File: src/rtl/ballot_pkg.sv
// Shared constants and types for the ballot collector front end.
package ballot_pkg;

  localparam int NUM_VOTERS     = 8;
  localparam int CHOICE_W       = 2;
  localparam int DEFAULT_CHOICE = 0;
  localparam int ID_W           = $clog2(NUM_VOTERS);
  localparam int TIMEOUT_CYCLES = 1024;

  typedef enum logic [1:0] {
    IDLE    = 2'd0,
    COLLECT = 2'd1,
    PUBLISH = 2'd2
  } collector_state_t;

endpackage

File: src/rtl/ballot_idle_timer.sv
// Idle counter for the collection window. Exists only when
// BALLOT_COLLECTOR_TIMEOUT_EN is defined; otherwise this file is empty.
// Counts every cycle that clr is low and raises expire during the cycle
// in which the count sits at TIMEOUT_CYCLES-1.
`ifdef BALLOT_COLLECTOR_TIMEOUT_EN
module ballot_idle_timer #(
  parameter int TIMEOUT_CYCLES = 1024
) (
  input  logic clk,
  input  logic rst_n,
  input  logic clr,
  output logic expire
);

  localparam int CNT_W = (TIMEOUT_CYCLES > 1) ? $clog2(TIMEOUT_CYCLES) : 1;
  localparam logic [CNT_W-1:0] LAST = CNT_W'(TIMEOUT_CYCLES - 1);

  logic [CNT_W-1:0] count_q;

  // Idle counter: restart on clear, otherwise advance by one
  always_ff @(posedge clk or negedge rst_n) begin
    if (!rst_n) begin
      count_q <= '0;
    end else if (clr) begin
      count_q <= '0;
    end else begin
      count_q <= count_q + 1'b1;
    end
  end

  assign expire = !clr && (count_q == LAST);

endmodule
`endif

File: src/rtl/ballot_collector.sv
// Ballot collector: gathers one ballot per voter over valid/ready, fills
// abstentions with DEFAULT_CHOICE and holds the packed vector until the tally
// side accepts it.
// Optional idle timeout: define BALLOT_COLLECTOR_TIMEOUT_EN.
module ballot_collector
  import ballot_pkg::*;
#(
  parameter int NUM_VOTERS     = ballot_pkg::NUM_VOTERS,
  parameter int CHOICE_W       = ballot_pkg::CHOICE_W,
  parameter int DEFAULT_CHOICE = ballot_pkg::DEFAULT_CHOICE,
`ifdef BALLOT_COLLECTOR_TIMEOUT_EN
  parameter int TIMEOUT_CYCLES = ballot_pkg::TIMEOUT_CYCLES,
`endif
  parameter int ID_W           = $clog2(NUM_VOTERS)
) (
  input  logic                           clk,
  input  logic                           rst_n,
  input  logic                           open_i,
  input  logic                           close_i,
  input  logic                           vote_valid_i,
  output logic                           vote_ready_o,
  input  logic [ID_W-1:0]                vote_id_i,
  input  logic [CHOICE_W-1:0]            vote_choice_i,
  output logic                           dup_err_o,
  output logic                           ballots_valid_o,
  input  logic                           ballots_ready_i,
  output logic [NUM_VOTERS*CHOICE_W-1:0] ballots_o,
  output logic [NUM_VOTERS-1:0]          voted_mask_o
);

  localparam int SLOT_W = $clog2(NUM_VOTERS);
  localparam logic [CHOICE_W-1:0] DEF_CODE = CHOICE_W'(DEFAULT_CHOICE);

  collector_state_t state_q, state_d;

  logic [NUM_VOTERS-1:0][CHOICE_W-1:0] slots_q;
  logic [NUM_VOTERS-1:0]               mask_q;
  logic [NUM_VOTERS-1:0]               mask_acc;
  logic [SLOT_W-1:0]                   slot_idx;
  logic                                handshake;
  logic                                in_range;
  logic                                store;
  logic                                dup_err_q;
  logic                                expire;

  // Ready is a pure decode of the state register, so there is no path
  // from vote_valid_i to vote_ready_o.
  assign handshake = (state_q == COLLECT) && vote_valid_i;
  assign in_range  = int'(vote_id_i) < NUM_VOTERS;
  assign slot_idx  = vote_id_i[SLOT_W-1:0];
  assign store     = handshake && in_range && !mask_q[slot_idx];

`ifdef BALLOT_COLLECTOR_TIMEOUT_EN
  ballot_idle_timer #(
    .TIMEOUT_CYCLES(TIMEOUT_CYCLES)
  ) u_idle_timer (
    .clk   (clk),
    .rst_n (rst_n),
    .clr   ((state_q != COLLECT) || handshake),
    .expire(expire)
  );
`else
  assign expire = 1'b0;
`endif

  // Mask as it will look after this cycle's accept, used to spot the last voter
  always_comb begin
    // NOTE: combinational blocks use blocking '=' and assign a default first,
    // so every path drives the signal and no latch is inferred.
    mask_acc = mask_q;
    if (store) mask_acc[slot_idx] = 1'b1;
  end

  // Next-state logic for the session FSM
  always_comb begin
    state_d = state_q;
    unique case (state_q)
      IDLE:    if (open_i) state_d = COLLECT;
      COLLECT: if ((&mask_acc) || close_i || expire) state_d = PUBLISH;
      PUBLISH: if (ballots_ready_i) state_d = IDLE;
      default: state_d = IDLE;
    endcase
  end

  // State register
  always_ff @(posedge clk or negedge rst_n) begin
    // NOTE: sequential blocks use non-blocking '<=' so every register samples
    // pre-edge values regardless of statement order.
    if (!rst_n) state_q <= IDLE;
    else        state_q <= state_d;
  end

  // Ballot storage: default fill on open, one write per accepted ballot
  always_ff @(posedge clk or negedge rst_n) begin
    // NOTE: this slot array is a handful of flops, not a RAM macro; it is reset
    // so a session aborted by reset can never leak stale ballots.
    if (!rst_n) begin
      slots_q <= {NUM_VOTERS{DEF_CODE}};
      mask_q  <= '0;
    end else if ((state_q == IDLE) && open_i) begin
      slots_q <= {NUM_VOTERS{DEF_CODE}};
      mask_q  <= '0;
    end else if (store) begin
      slots_q[slot_idx] <= vote_choice_i;
      mask_q            <= mask_acc;
    end
  end

  // Duplicate / out-of-range ballots are consumed and flagged one cycle later
  always_ff @(posedge clk or negedge rst_n) begin
    if (!rst_n) dup_err_q <= 1'b0;
    else        dup_err_q <= handshake && !store;
  end

  assign vote_ready_o    = (state_q == COLLECT);
  assign ballots_valid_o = (state_q == PUBLISH);
  assign ballots_o       = slots_q;
  assign voted_mask_o    = mask_q;
  assign dup_err_o       = dup_err_q;

endmodule

File: config.mk
export PLATFORM = sky130hd
export DESIGN_NAME = ballot_collector
export DESIGN_NICKNAME = d
export VERILOG_FILES = /design/src/rtl/ballot_pkg.sv /design/src/rtl/ballot_idle_timer.sv /design/src/rtl/ballot_collector.sv
export SDC_FILE = /design/constraint.sdc
export NUM_CORES = 1
export LEC_CHECK = 0
export BUFFER_PORTS_ARGS = -buffer_cell sky130_fd_sc_hd__buf_4
export CORE_MARGIN = 2
export CORE_UTILIZATION = 53
export CTS_BUF_LIST = sky130_fd_sc_hd__clkbuf_4 sky130_fd_sc_hd__clkbuf_8
export CTS_CLUSTER_DIAMETER = 150
export CTS_CLUSTER_SIZE = 28
export DETAILED_ROUTE_END_ITERATION = 7
export PLACE_DENSITY = 0.9
export SYNTH_ARGS = -nofsm -noshare
export SYNTH_HDL_FRONTEND = slang
export SYNTH_HIERARCHICAL = 1
export SYNTH_SLANG_ARGS = --single-unit
File: constraint.sdc
create_clock -name clk -period 2 [get_ports clk]
set_input_delay 0.2 -clock clk [delete_from_list [all_inputs] [get_ports clk]]
set_output_delay 0.2 -clock clk [all_outputs]
set_load 0.03 [all_outputs]
==> results of run 1 <==
## placed cells by master (no fill, tap or decap), drive strengths merged
cell,synthesis,final
nor4,2,2
o21a,1,1
nand3,1,1
and4bb,1,1
or4,1,1
o22a,1,1
and3,2,2
and2b,2,2
nand2b,2,2
o31ai,1,1
nand2,10,10
a22o,1,1
o2111ai,1,1
a22oi,1,1
clkinv,0,1
nor3b,1,1
nor2,30,30
a31oi,1,1
nand3b,2,2
nor3,1,1
buf,3,38
mux2i,18,18
dlygate4sd3,0,1
inv,4,4
nor2b,1,1
o22ai,2,2
dfrtp,27,27
nand4,1,1
clkbuf,5,3
o211ai,1,1
a21oi,3,3
a21o,2,2
o21ai,3,3
nor4b,1,1
and2,2,2
## cell type report
class	count	share of cell area
Clock buffer	3	0.01333
Clock inverter	1	0.002963
Inverter	4	0.008889
Multi-Input combinational cell	96	0.3778
Sequential cell	27	0.4000
Tap cell	30	0.02222
Timing Repair Buffer	39	0.1748
## through the flow
step	setup WS, ps	util	power, mW
floorplan	429.7	-	1.168
global placement	434.7	0.6728	1.387
detailed placement	381.0	0.6728	1.407
CTS	350.4	0.6881	1.642
global route	212.0	0.6881	1.731
finish	344.2	0.6881	1.639
## synthesized netlist by cell type, types with 2 or more instances
library cell,n
a21o_1,2
a21oi_1,3
and2_1,2
and2b_1,2
and3_1,2
buf_2,2
clkbuf_1,5
dfrtp_1,27
inv_1,4
mux2i_1,18
nand2_1,10
nand3b_1,2
nor2_1,30
o21ai_0,3
o22ai_1,2
## state kept, by name, summed over array words and instances (netlist names)
register,cells
ballots_o,16
voted_mask_o,8
state_q,2
dup_err_o,1
## timing repair
item | in CTS | in global routing
endpoints found under the hold margin | 27 | 0
hold buffers | 1 | 0
resized for setup | 0 | 0
## worst paths after layout
kind,startpoint,slack (ps),to
worst max register to register,state_q[1]$_DFFE_PN0P_,340,ballots_o[6]$_DFFE_PN0P_
max in group asynchronous,rst_n,1450,ballots_o[14]$_DFFE_PN0P_
worst min register to register,ballots_o[2]$_DFFE_PN0P_,550,ballots_o[2]$_DFFE_PN0P_
worst min-delay path,open_i,120,voted_mask_o[1]$_DFFE_PN0P_
worst max-delay path,state_q[1]$_DFFE_PN0P_,340,ballots_o[6]$_DFFE_PN0P_
min in group asynchronous,rst_n,300,voted_mask_o[0]$_DFFE_PN0P_
## cell families (layout without fill, tap and decap cells)
kind of cell    Yosys count  after routing  share of synthesized area
flops                    27             27                     0.4936
simple gates             60             60                     0.2468
mux                      18             18                     0.1316
compound gates           18             18                    0.08775
buf+inv                  12             47                    0.04022
## per-layer routing
| metal | global-route usage | vias up |
|---|---|---|
| met5 | 0 | - |
| met4 | 0.1292 | 0 |
| met3 | 0.03279 | 8 |
| met2 | 0.3591 | 52 |
| met1 | 0.3492 | 525 |
| li1 | - | 533 |
## worst register-to-register path, stage by stage, from the launching register on
cell and delay (ps):
dfrtp_1 480, nand2b_4 210, or4_1 610, mux2i_1 190, nor2_1 70
## report_power, final
group / internal (mW) / switching, mW / total, mW / leakage, nW
Clock: 0.0752 / 0.165 / 0.241 / 0.0177
Combinational: 0.254 / 0.409 / 0.663 / 0.461
Sequential: 0.628 / 0.108 / 0.736 / 0.371
==> results by group, run 1 <==
GRT
  • Gr usage total: 0.2446
  • Number of global-route vias before repair: between 1,000 and 1,500
  • First-pass GRT wire length: 5057 µm
  • Largest net degree at the start of global routing: 28
  • Grt ovf: 0
  • Initial antenna violation count: 0

Worst setup path
  • Setup crit end kind: flip-flop
  • Critical Path AT: 1880 ps
  • Crit Path Category: reg -> reg
  • Critical path depth in cells: 4
  • CP cell instances: nand2b_4 -> or4_1 -> mux2i_1 -> nor2_1
  • Worst-path fanout max: 6
  • Critical path startpoint category: flip-flop
  • Worst Path Buf+Inv: 0
  • Largest delay contributor family on the critical path: simple AND/OR/NAND/NOR gates
  • Delay of the slowest critical-path stage: 610 ps
  • Critical path's slowest cell: or4_1
  • Crit path required time: 2220 ps
  • Reg2Reg Depth: 4

Detailed routing
  • Highest metal used: met4
  • Final WL: about 3100 µm
  • M1 wire length: 1361 µm
  • Routed via count: 1,118
  • Detail Route Antenna Nets: 0
  • Wire length on met2: 1462 µm
  • DRT iter0 DRCs: 17
  • DRC violations left: 0
  • Vias per Instance: 5.590
  • WL per Instance: around 16 µm
  • Met3 Wirelength: 224 µm
  • Drt first pass iters: 4

CTS
  • Clock sinks: 27
  • H-tree levels: 1
  • Postcts setup bufs: 0
  • CTS Buffer Depth: 2
  • Worst-Skew Late Latency: approximately 330 ps
  • Clock-pin slew on the worst setup and hold paths: 150 ps
  • Root buf cell: clkbuf_4
  • Num CTS Buffers: 3
  • CTS tree: done

Final layout
  • Share of cells above drive strength 1: 0.2824
  • Total Nets Final: 182
  • Antenna fix cells: 0
  • # fillers: 196
  • FF/Latch Area: 675.6 µm²
  • Finished Layout Cells: 200
  • Area grow syn2layout: 23.40%
  • Multi-input gate area: 638.1 µm²
  • Post-route design area: 0.001689 mm²

Synthesis
  • Synth cell types: 36
  • Top cell type by total area after synthesis: dfrtp_1
  • Post-Syn Nets: 146
  • Ys async rst share: 1.000
  • Synthesis-stage register bit count: 27
  • Synthesis warning total: 6
  • Ys flop type: dfrtp_1
  • Post-synth EDFFs: 0
  • Seq/Total Area, Yosys: 0.4936
  • Avg Cell Area, Syn: 10.14 µm²
  • Mapped cell area: about 0.0014 mm²
  • Top-area cell type share of the netlist area: 0.4936
  • Synth area leaders: dfrtp_1 (49%), mux2i_1 (13%), nor2_1 (8.2%)
  • Synth Instances: 135

Timing
  • Fmax: a little over 600 MHz
  • Rel. slew slack: 0.6608
  • Final Hold Fails: 0
  • Final period utilization: 0.8279
  • RSZ-0062 raised after global routing: false
  • Final-report setup violation count: 0
  • Final max-slew violation count: 0
  • Setup_tns: 0 ps
  • Final Critical Period: between 1500 and 2000 ps
  • Worst-margin pin slew: just over 500 ps
  • Hold WS: 119.7 ps
  • Clock skew: 6.050 ps

Placed design
  • Routability congestion estimate: around 0.94
  • Post-DP HPWL: 2284 µm
  • I/O Buffers: 37
  • DP Cell Count: 195
  • Post-DP Area: approximately 0.0017 mm²

Floorplanning
  • IO Pins: 38
  • Die Ht: 54.82 µm
  • Rows: 18
  • Chip width: 54.82 µm
  • Initial Util: 0.5576
  • Die area: between 0.003 and 0.004 mm²
  • Core area: around 0.0025 mm²

Power
  • Pwr Density: between 900 and 1000 mW/mm²
  • Peak VDD IR: 705.2 µV
  • Lkg Pwr: 0.8503 nW

Min path
  • Hold path depth: 3
  • Worst hold path class: in -> reg

Status
  • Status: finished clean

Job
  • Max_cap viols: 0
Power figures use the tool's default switching activity.
==> run 2: changes to the inputs <==
Clock period 2 ns to 1.71 ns, I/O delays scaled along.
==> results by group, run 2 (synthesized netlist as in run 1, its figures left out) <==
Placed design
  • Routability congestion estimate: a little under 1
  • I/O Buffers: 37
  • Post-DP HPWL: approximately 2300 µm
  • DP Cell Count: approximately 200

Floorplanning
  • Core area: 0.002455 mm²
  • Die area: ~0.0030 mm²
  • Die Ht: 54.82 µm
  • Rows: 18
  • IO Pins: 38
  • Initial Util: 0.5576
  • Chip width: 54.82 µm

Detailed routing
  • Vias per Instance: 5.609
  • Detail Route Antenna Nets: 0
  • DRC violations left: 0
  • DRT iter0 DRCs: 31
  • Routed via count: 1,133
  • WL per Instance: between 15 and 20 µm
  • Final WL: roughly 3100 µm
  • Drt first pass iters: 4

GRT
  • Met2 Usage GRT: 0.3750
  • Grt ovf: 0
  • M1 GR Usage: 0.3074
  • Met3 Track Usage GR: 0.05464
  • Gr usage total: 0.2338
  • Largest net degree at the start of global routing: 28
  • First-pass GRT wire length: 4912 µm
  • Layer with the highest usage: met2
  • Number of global-route vias before repair: 1,116
  • Initial antenna violation count: 0

Status
  • Status: finished clean

Worst setup path
  • Crit path required time: 1950 ps
  • Crit Path Category: reg -> reg
  • Worst R2R Setup Slack: 70 ps
  • Critical path startpoint category: flip-flop
  • Critical Path AT: 1880 ps
  • Reg2Reg Depth: 5
  • Setup crit end kind: flip-flop
  • Crit Reg-Reg Startpoint: state_q[1]$_DFFE_PN0P_
  • Reg-to-reg endpoint: state_q[0]$_DFFE_PN0P_
  • Worst-path fanout max: 6

Timing
  • Hold WS: 81.10 ps
  • Final Critical Period: between 1500 and 2000 ps
  • Setup_tns: 0 ps
  • Final Hold Fails: 0
  • RSZ-0062 raised after global routing: false
  • Rel. slew slack: 0.7231
  • Final-report setup violation count: 0
  • Final max-slew violation count: 0
  • Fmax: 611.0 MHz
  • Final period utilization: 0.9571
  • Clock skew: 14.44 ps
  • Worst-margin pin slew: 411.9 ps

Power
  • Peak VDD IR: 762.4 µV
  • Lkg Pwr: roughly 0.86 nW
  • Pwr Density: 1129 mW/mm²
  • Total power: about 1.9 mW

CTS
  • CTS tree: done
  • Clock-pin slew on the worst setup and hold paths: 150 ps
  • Root buf cell: clkbuf_4
  • Worst-Skew Late Latency: roughly 340 ps
  • H-tree levels: 1
  • Num CTS Buffers: 3
  • CTS Buffer Depth: 2
  • Clock sinks: 27

Final layout
  • Commonest cells after routing, fill and taps aside: buf_4 (40), nor2_1 (30), dfrtp_1 (25), mux2i_1 (18), nand2_1 (10)
  • Finished Layout Cells: around 200
  • Antenna fix cells: 0
  • Most common cell after layout, fill and taps aside: buf_4
  • Max reg flops: 16
  • Area grow syn2layout: 25.05%
  • Share of cells above drive strength 1: 0.3081
  • Total Nets Final: about 180

Min path
  • Worst hold path class: in -> reg
  • Hold path depth: 3
  • Endpoint, Worst Hold: state_q[1]$_DFFE_PN0P_
  • Min-delay src: close_i

Job
  • Max_cap viols: 0
run 2: cell count changes in the layout (fill, tap and decap cells not counted):
cell / delta
buf_4: +2
and3_4: +1
dfrtp_1: -2
and3_1: -1
dfrtp_2: +2
run 2: area by class of cell:
class / count / area, µm²
clock buffer: 3 / 22.52
clock inverter: 1 / 5.005
fill: 189 / 743.2
inverter: 4 / 15.01
multi-input combinational: 96 / 643.1
sequential: 27 / 678.2
tap: 30 / 37.54
timing repair buffer: 41 / 310.3
run 2: how the worst max path moves through the flow:
stage	start	to	cells after the start
2_1_floorplan	state_q[1]$_DFFE_PN0P_	ballots_o[12]$_DFFE_PN0P_	6
3_3_place_gp	state_q[1]$_DFFE_PN0P_	state_q[0]$_DFFE_PN0P_	5
3_5_place_dp	state_q[0]$_DFFE_PN0P_	state_q[0]$_DFFE_PN0P_	5
4_1_cts	state_q[0]$_DFFE_PN0P_	state_q[0]$_DFFE_PN0P_	5
5_1_grt	state_q[1]$_DFFE_PN0P_	state_q[0]$_DFFE_PN0P_	5
6_report	state_q[1]$_DFFE_PN0P_	state_q[0]$_DFFE_PN0P_	5
run 2: where the power goes:
| part | switching [mW] | internal (mW) | total, mW | leakage (nW) |
|---|---|---|---|---|
| clock | 0.195 | 0.0883 | 0.283 | 0.0177 |
| combinational | 0.479 | 0.305 | 0.784 | 0.470 |
| sequential | 0.126 | 0.739 | 0.865 | 0.369 |
| total | 0.800 | 1.13 | 1.93 | 0.857 |
run 2: routing by layer:
metal / up-vias / wire (µm) / part of all wire
met3: 5 / 248 / 0.080
li1: 537 / - / -
met2: 55 / 1495 / 0.48
met5: - / 0 / 0
met4: 0 / 59 / 0.019
met1: 536 / 1292 / 0.42
run 2: per-stage QoR:
stage	util	cell area, µm²	setup WS, ps
after global routing	0.6972	1712	16.98
after detailed placement	0.6758	1659	75.01
final	0.6972	1712	73.38
after CTS	0.6911	1697	48.36
after floorplan	-	1369	139.7
after global placement	0.6758	1659	136.5
run 2: timing repair:
action	in CTS	in global routing
hold endpoints to repair	27	0
buffers inserted	0	1
hold buffers	1	0
resized for setup	0	3
endpoints found under the setup margin	0	4
run 2: worst max-delay path, cell delays in order (launching register included):
cell and delay [ps]:
dfrtp_2 480, nand2b_4 190, o31ai_1 330, a22o_1 180, o2111ai_1 150, a21o_1 200
